===== src/rtl/neuron_sequencer_pkg.sv =====
// Shared defaults and FSM encoding for the neuron sequencer and its tap store.
package neuron_sequencer_pkg;

  localparam int DEFAULT_WIDTH  = 8;
  localparam int DEFAULT_N_TAPS = 4;

  typedef enum logic [1:0] {
    IDLE   = 2'd0,
    STREAM = 2'd1,
    DRAIN  = 2'd2,
    READ   = 2'd3
  } state_t;

  // Tap index width; a single-tap neuron still gets a 1-bit address.
  function automatic int addr_width(input int n_taps);
    return (n_taps > 1) ? $clog2(n_taps) : 1;
  endfunction

endpackage


===== src/rtl/neuron_sequencer_tap_store.sv =====
// N_TAPS x (weight, activation) register file: one write port, one
// combinational read port indexed by the sequencer's tap counter.
module neuron_sequencer_tap_store
  import neuron_sequencer_pkg::*;
#(
  parameter int WIDTH  = DEFAULT_WIDTH,
  parameter int N_TAPS = DEFAULT_N_TAPS,
  parameter int AW     = addr_width(N_TAPS)
) (
  input  logic             clk,
  input  logic             reset,
  input  logic             we,
  input  logic [AW-1:0]    waddr,
  input  logic [WIDTH-1:0] wweight,
  input  logic [WIDTH-1:0] win,
  input  logic [AW-1:0]    raddr,
  output logic [WIDTH-1:0] rweight,
  output logic [WIDTH-1:0] rin
);

  logic [WIDTH-1:0] weight_arr [N_TAPS];
  logic [WIDTH-1:0] in_arr     [N_TAPS];

  for (genvar gi = 0; gi < N_TAPS; gi++) begin : g_tap
    logic [WIDTH-1:0] weight_reg;
    logic [WIDTH-1:0] in_reg;

    // Per-tap register; addresses that match no tap are silently dropped.
    always_ff @(posedge clk) begin
      if (reset) begin
        weight_reg <= '0;
        in_reg     <= '0;
      end else if (we && (waddr == AW'(gi))) begin
        weight_reg <= wweight;
        in_reg     <= win;
      end
    end

    assign weight_arr[gi] = weight_reg;
    assign in_arr[gi]     = in_reg;
  end

  // Read mux; guards the unused codes when N_TAPS is not a power of two.
  always_comb begin
    rweight = '0;
    rin     = '0;
    if (int'(raddr) < N_TAPS) begin
      rweight = weight_arr[raddr];
      rin     = in_arr[raddr];
    end
  end

endmodule


===== src/rtl/neuron_sequencer.sv =====
// Streams stored weight/activation pairs into an external MAC, lets the MAC
// pipeline drain, then captures the post-ReLU accumulator as the neuron output.
module neuron_sequencer
  import neuron_sequencer_pkg::*;
#(
  parameter int WIDTH  = DEFAULT_WIDTH,
  parameter int N_TAPS = DEFAULT_N_TAPS,
  localparam int AW    = addr_width(N_TAPS)
) (
  input  logic             clk,
  input  logic             reset,
  input  logic             load_we,
  input  logic [AW-1:0]    load_addr,
  input  logic [WIDTH-1:0] load_weight,
  input  logic [WIDTH-1:0] load_in,
  input  logic             start,
  output logic             busy,
  output logic [WIDTH-1:0] mac_weight,
  output logic [WIDTH-1:0] mac_in,
  output logic             mac_forget,
  output logic             mac_oe,
  input  logic [WIDTH-1:0] mac_out,
  output logic [WIDTH-1:0] result,
  output logic             result_valid
);

  localparam logic [AW-1:0] LAST_TAP = AW'(N_TAPS - 1);
  localparam logic [AW-1:0] ONE      = AW'(1);

  state_t           state_reg, state_next;
  logic [AW-1:0]    cnt_reg, cnt_next;
  logic [WIDTH-1:0] result_reg;
  logic             result_valid_reg;
  logic [WIDTH-1:0] tap_weight, tap_in;
  logic             store_we;

  // The tap store is frozen while an evaluation is in flight.
  assign store_we = load_we && (state_reg == IDLE);

  neuron_sequencer_tap_store #(
    .WIDTH  (WIDTH),
    .N_TAPS (N_TAPS),
    .AW     (AW)
  ) u_tap_store (
    .clk     (clk),
    .reset   (reset),
    .we      (store_we),
    .waddr   (load_addr),
    .wweight (load_weight),
    .win     (load_in),
    .raddr   (cnt_reg),
    .rweight (tap_weight),
    .rin     (tap_in)
  );

  // Next-state and MAC drive. The MAC registers its product one cycle before
  // accumulating, so forget lines up with the cycle after tap 0 is presented.
  always_comb begin
    state_next = state_reg;
    cnt_next   = cnt_reg;
    mac_weight = '0;
    mac_in     = '0;
    mac_forget = 1'b0;
    mac_oe     = 1'b0;
    case (state_reg)
      IDLE: begin
        if (start) begin
          state_next = STREAM;
          cnt_next   = '0;
        end
      end
      STREAM: begin
        mac_weight = tap_weight;
        mac_in     = tap_in;
        mac_forget = (N_TAPS > 1) && (cnt_reg == ONE);
        if (cnt_reg == LAST_TAP) begin
          state_next = DRAIN;
          cnt_next   = '0;
        end else begin
          cnt_next = cnt_reg + ONE;
        end
      end
      DRAIN: begin
        mac_forget = (N_TAPS == 1);
        state_next = READ;
      end
      READ: begin
        mac_oe     = 1'b1;
        state_next = IDLE;
      end
      default: state_next = IDLE;
    endcase
  end

  // State, tap counter and result capture; reset aborts any evaluation.
  always_ff @(posedge clk) begin
    if (reset) begin
      state_reg        <= IDLE;
      cnt_reg          <= '0;
      result_reg       <= '0;
      result_valid_reg <= 1'b0;
    end else begin
      state_reg        <= state_next;
      cnt_reg          <= cnt_next;
      result_valid_reg <= (state_reg == READ);
      if (state_reg == READ) begin
        result_reg <= mac_out;
      end
    end
  end

  assign busy         = (state_reg != IDLE);
  assign result       = result_reg;
  assign result_valid = result_valid_reg;

endmodule


===== config.mk =====
export PLATFORM = sky130hd
export DESIGN_NAME = neuron_sequencer
export DESIGN_NICKNAME = d
export VERILOG_FILES = /design/src/rtl/neuron_sequencer_pkg.sv /design/src/rtl/neuron_sequencer_tap_store.sv /design/src/rtl/neuron_sequencer.sv
export SDC_FILE = /design/constraint.sdc
export NUM_CORES = 1
export LEC_CHECK = 0
export CELL_PAD_IN_SITES_DETAIL_PLACEMENT = 1
export CELL_PAD_IN_SITES_GLOBAL_PLACEMENT = 1
export CORE_ASPECT_RATIO = 0.8
export CORE_MARGIN = 2
export CORE_UTILIZATION = 47
export CTS_CLUSTER_DIAMETER = 100
export DETAILED_ROUTE_END_ITERATION = 8
export DONT_BUFFER_PORTS = 1
export PLACE_DENSITY_LB_ADDON = 0.1
export SLEW_MARGIN = 15
export SYNTH_ARGS = -nofsm -noshare
export SYNTH_HDL_FRONTEND = slang
export SYNTH_SLANG_ARGS = --single-unit

===== constraint.sdc =====
create_clock -name clk -period 2.1 [get_ports clk]
set_input_delay 0.42 -clock clk [delete_from_list [all_inputs] [get_ports clk]]
set_output_delay 0.42 -clock clk [all_outputs]
set_load 0.03 [all_outputs]

==> summary.log <==
INFO  cts            cts_root_buffer=sky130_fd_sc_hd__clkbuf_8
INFO  cts            tritoncts_clock_tree=yes
INFO  pwr            leakage=1.31nW
INFO  setup_path     worst-path-max-fanout=8
INFO  cts            max-clock-path-buffers=2
INFO  job            cap_violations=0
INFO  placed_design  port-buffer-count=0
INFO  cells_and_area num-fill-cells=904
INFO  detailed_routing firstDrtPassIters=4
INFO  timing         whs=123ps
INFO  synthesis      seq_area_frac_synth=43.3%
INFO  cts            clk-insertion-delay-late=350ps
INFO  die            vert_die_dim=81.8um
INFO  detailed_routing post_drt_wl_per_cell=18.0um
INFO  setup_path     ordered_list_of_cells_on_the_worst_path=inv_2, ha_2, nand2_1, buf_4, o22ai_1, buf_4
INFO  timing         final.setup.tns=0ps
INFO  timing         final.setup_skew=13.0ps
INFO  synthesis      ys_warn_count=0
INFO  detailed_routing initial_detailed_routing_violation_count=77
INFO  die            ioPinCount=58
INFO  pwr            cellPowerDensity=1010nW/um^2
INFO  setup_path     worst_path_max_delay_cell=sky130_fd_sc_hd__dfxtp_1
INFO  setup_path     startpoint_type=flop
INFO  synthesis      postSynthCellCount=403
INFO  detailed_routing drc=0
INFO  placed_design  dp_hpwl=6210um
INFO  placed_design  place_ws=166ps
INFO  setup_path     timing.critical_path.slowest_cell_delay=340ps
INFO  setup_path     path_common_cell=sky130_fd_sc_hd__buf_4
INFO  cts            numClockSinks=77
INFO  detailed_routing dr_total_vias=2841
INFO  synthesis      netlist-cell-type-count=29
INFO  cells_and_area antenna-diode-count=0
INFO  die            initial_core_util=48.4%
INFO  pwr            irDropWorstVdd=0.509mV
INFO  min_path       timing.hold.worst.class=input pin to flop
INFO  die            die_area=8280um^2
INFO  timing         postLayoutSetupSlackWorst=81.7ps
INFO  timing         max-slew-margin-rel=52.1%
INFO  timing         drv_slew=0
INFO  global_route   first_global_vias=2978
INFO  cells_and_area area.growth.synth_to_final=10.8%
INFO  setup_path     crit_required=1680ps
INFO  setup_path     crit_arrival=1600ps
INFO  timing         fin_crit=2020ps
INFO  cells_and_area final_nets=455
INFO  setup_path     worst_path_dominant_cell_family=buffers and inverters
INFO  cells_and_area final_cell_mix=sky130_fd_sc_hd__nand2_1, sky130_fd_sc_hd__dfxtp_1, sky130_fd_sc_hd__mux2i_1, sky130_fd_sc_hd__a21oi_1
INFO  detailed_routing ant_nets=0
INFO  timing         achievable-frequency=0.495GHz
INFO  die            design.core.area=7360um^2
INFO  cts            clkTransAtPathRegs=90ps
INFO  global_route   maximum_number_of_pins_on_one_net_before_global_route_repair=79
INFO  placed_design  place_congestion=0.744
INFO  detailed_routing drt_wirelength=9190um
INFO  cells_and_area most_common_cell_after_layout_fill_and_taps_aside=sky130_fd_sc_hd__nand2_1
INFO  synthesis      synth.net_count=441
INFO  global_route   grtUsageTotal=23.6%
INFO  die            rows=28
INFO  setup_path     timing.critical_path.buf_inv=3
INFO  cts            htree_levels=3
INFO  timing         grt_setup_unrepaired=no
INFO  synthesis      post_synth_instance_area=3560um^2
INFO  global_route   globalRoute.totalOverflow=0
INFO  setup_path     kind_of_end_point_of_the_critical_path=output pin
INFO  synthesis      avgSynthCellArea=8.83um^2
INFO  synthesis      postSynthRegisterBits=77
INFO  global_route   grt_antenna_before_repair=0
INFO  detailed_routing vias_per_cell=5.55
INFO  die            die_w=101um
INFO  timing         tightest_slew=718ps
INFO  outcome        status=complete, no violations
INFO  timing         final_hold_viol_count=0
INFO  cells_and_area final_layout_size_suffix_gt1_share=21.8%
INFO  timing         timing.final.setup_violations=0
INFO  setup_path     crit_type=flop to output pin
INFO  global_route   first_pass_grt_wire_length=14900um
INFO  timing         share_of_the_clock_period_used_by_the_worst_path=96.1%
INFO  cts            tritoncts.num_buffers=9
-- worst paths after layout --
path | slack (ps) | end | cells after the start | start
setup / recovery | 80 | mac_weight[5] | 6 | state_reg[1]
hold / removal | 120 | u_tap_store.g_tap[1].in_reg[7] | 1 | reset
setup reg to reg | 200 | u_tap_store.g_tap[1].weight_reg[6] | 5 | state_reg[0]
hold reg to reg | 450 | u_tap_store.g_tap[0].weight_reg[3] | 2 | u_tap_store.g_tap[0].weight_reg[3]
-- logic make-up (layout without fill, tap and decap cells) --
family | count (synthesis) | after routing | synth area share, %
and+or+nand+nor | 156 | 156 | 18.7
AOI/OAI and AO/OA | 85 | 85 | 16.1
DFF | 77 | 77 | 43.3
muxes | 41 | 41 | 11.5
buffers and inverters | 36 | 55 | 7.49
adders and majority gates | 8 | 8 | 2.81
-- area by class of cell --
cell class                      instances  area, um^2  area share (%)
Sequential cell                        77        1540            39.2
Tap cell                               90         113            2.86
Inverter                                5        18.8           0.476
Multi-Input combinational cell        290        1780            45.1
Timing Repair Buffer                   34         275            6.98
Clock buffer                           13         169            4.29
Clock inverter                          3        42.5            1.08
-- power breakdown --
| part | switching [mW] | internal [mW] | leakage [nW] |
|---|---|---|---|
| clock network | 0.542 | 0.646 | 0.106 |
| logic | 0.671 | 0.428 | 0.577 |
| registers | 0.111 | 1.59 | 0.625 |
-- through the flow --
stage                     instance area [um^2]  util [%]  total power, mW  instances
after global placement                    3680      50.1             2.74        495
after detailed placement                  3680      50.1             2.78        495
after global routing                      3940      53.6             4.19        512
final                                     3940      53.6             3.99        512
after CTS                                 3900      53.0             3.97        511
after floorplan                           3560         -             2.58        403
-- cell usage after synthesis, drive strengths merged --
| cell | instances | area (um^2) |
|---|---|---|
| a21oi | 65 | 442 |
| a32oi | 2 | 17.5 |
| and2 | 2 | 12.5 |
| and4 | 1 | 8.76 |
| and4b | 2 | 20.0 |
| and4bb | 1 | 12.5 |
| buf | 23 | 218 |
| clkbuf | 8 | 30.0 |
| dfxtp | 77 | 1540 |
| ha | 8 | 100 |
| inv | 5 | 18.8 |
| mux2i | 41 | 410 |
| nand2 | 130 | 490 |
| nand2b | 2 | 12.5 |
| nand4 | 1 | 6.26 |
| nand4b | 3 | 38.8 |
| nand4bb | 1 | 11.3 |
| nor2 | 12 | 45.0 |
| nor2b | 1 | 6.26 |
| o21a | 1 | 7.51 |
| o22ai | 16 | 100 |
| o31ai | 1 | 7.51 |
-- what timing repair did --
action | 4_1_cts | 5_1_grt
gates resized for setup | 3 | 7
setup buffers | 0 | 1
endpoints found under the setup margin | 15 | 16
cloned | 0 | 0
hold buffers | 0 | 0
-- per-layer routing --
layer	track usage, %	vias to the layer above	part of all wire [%]
met2	39.0	54	48
met5	0	-	0
li1	-	1384	-
met4	4.59	0	0.62
met3	7.66	10	5.3
met1	30.5	1393	46
Power figures use the tool's default switching activity.
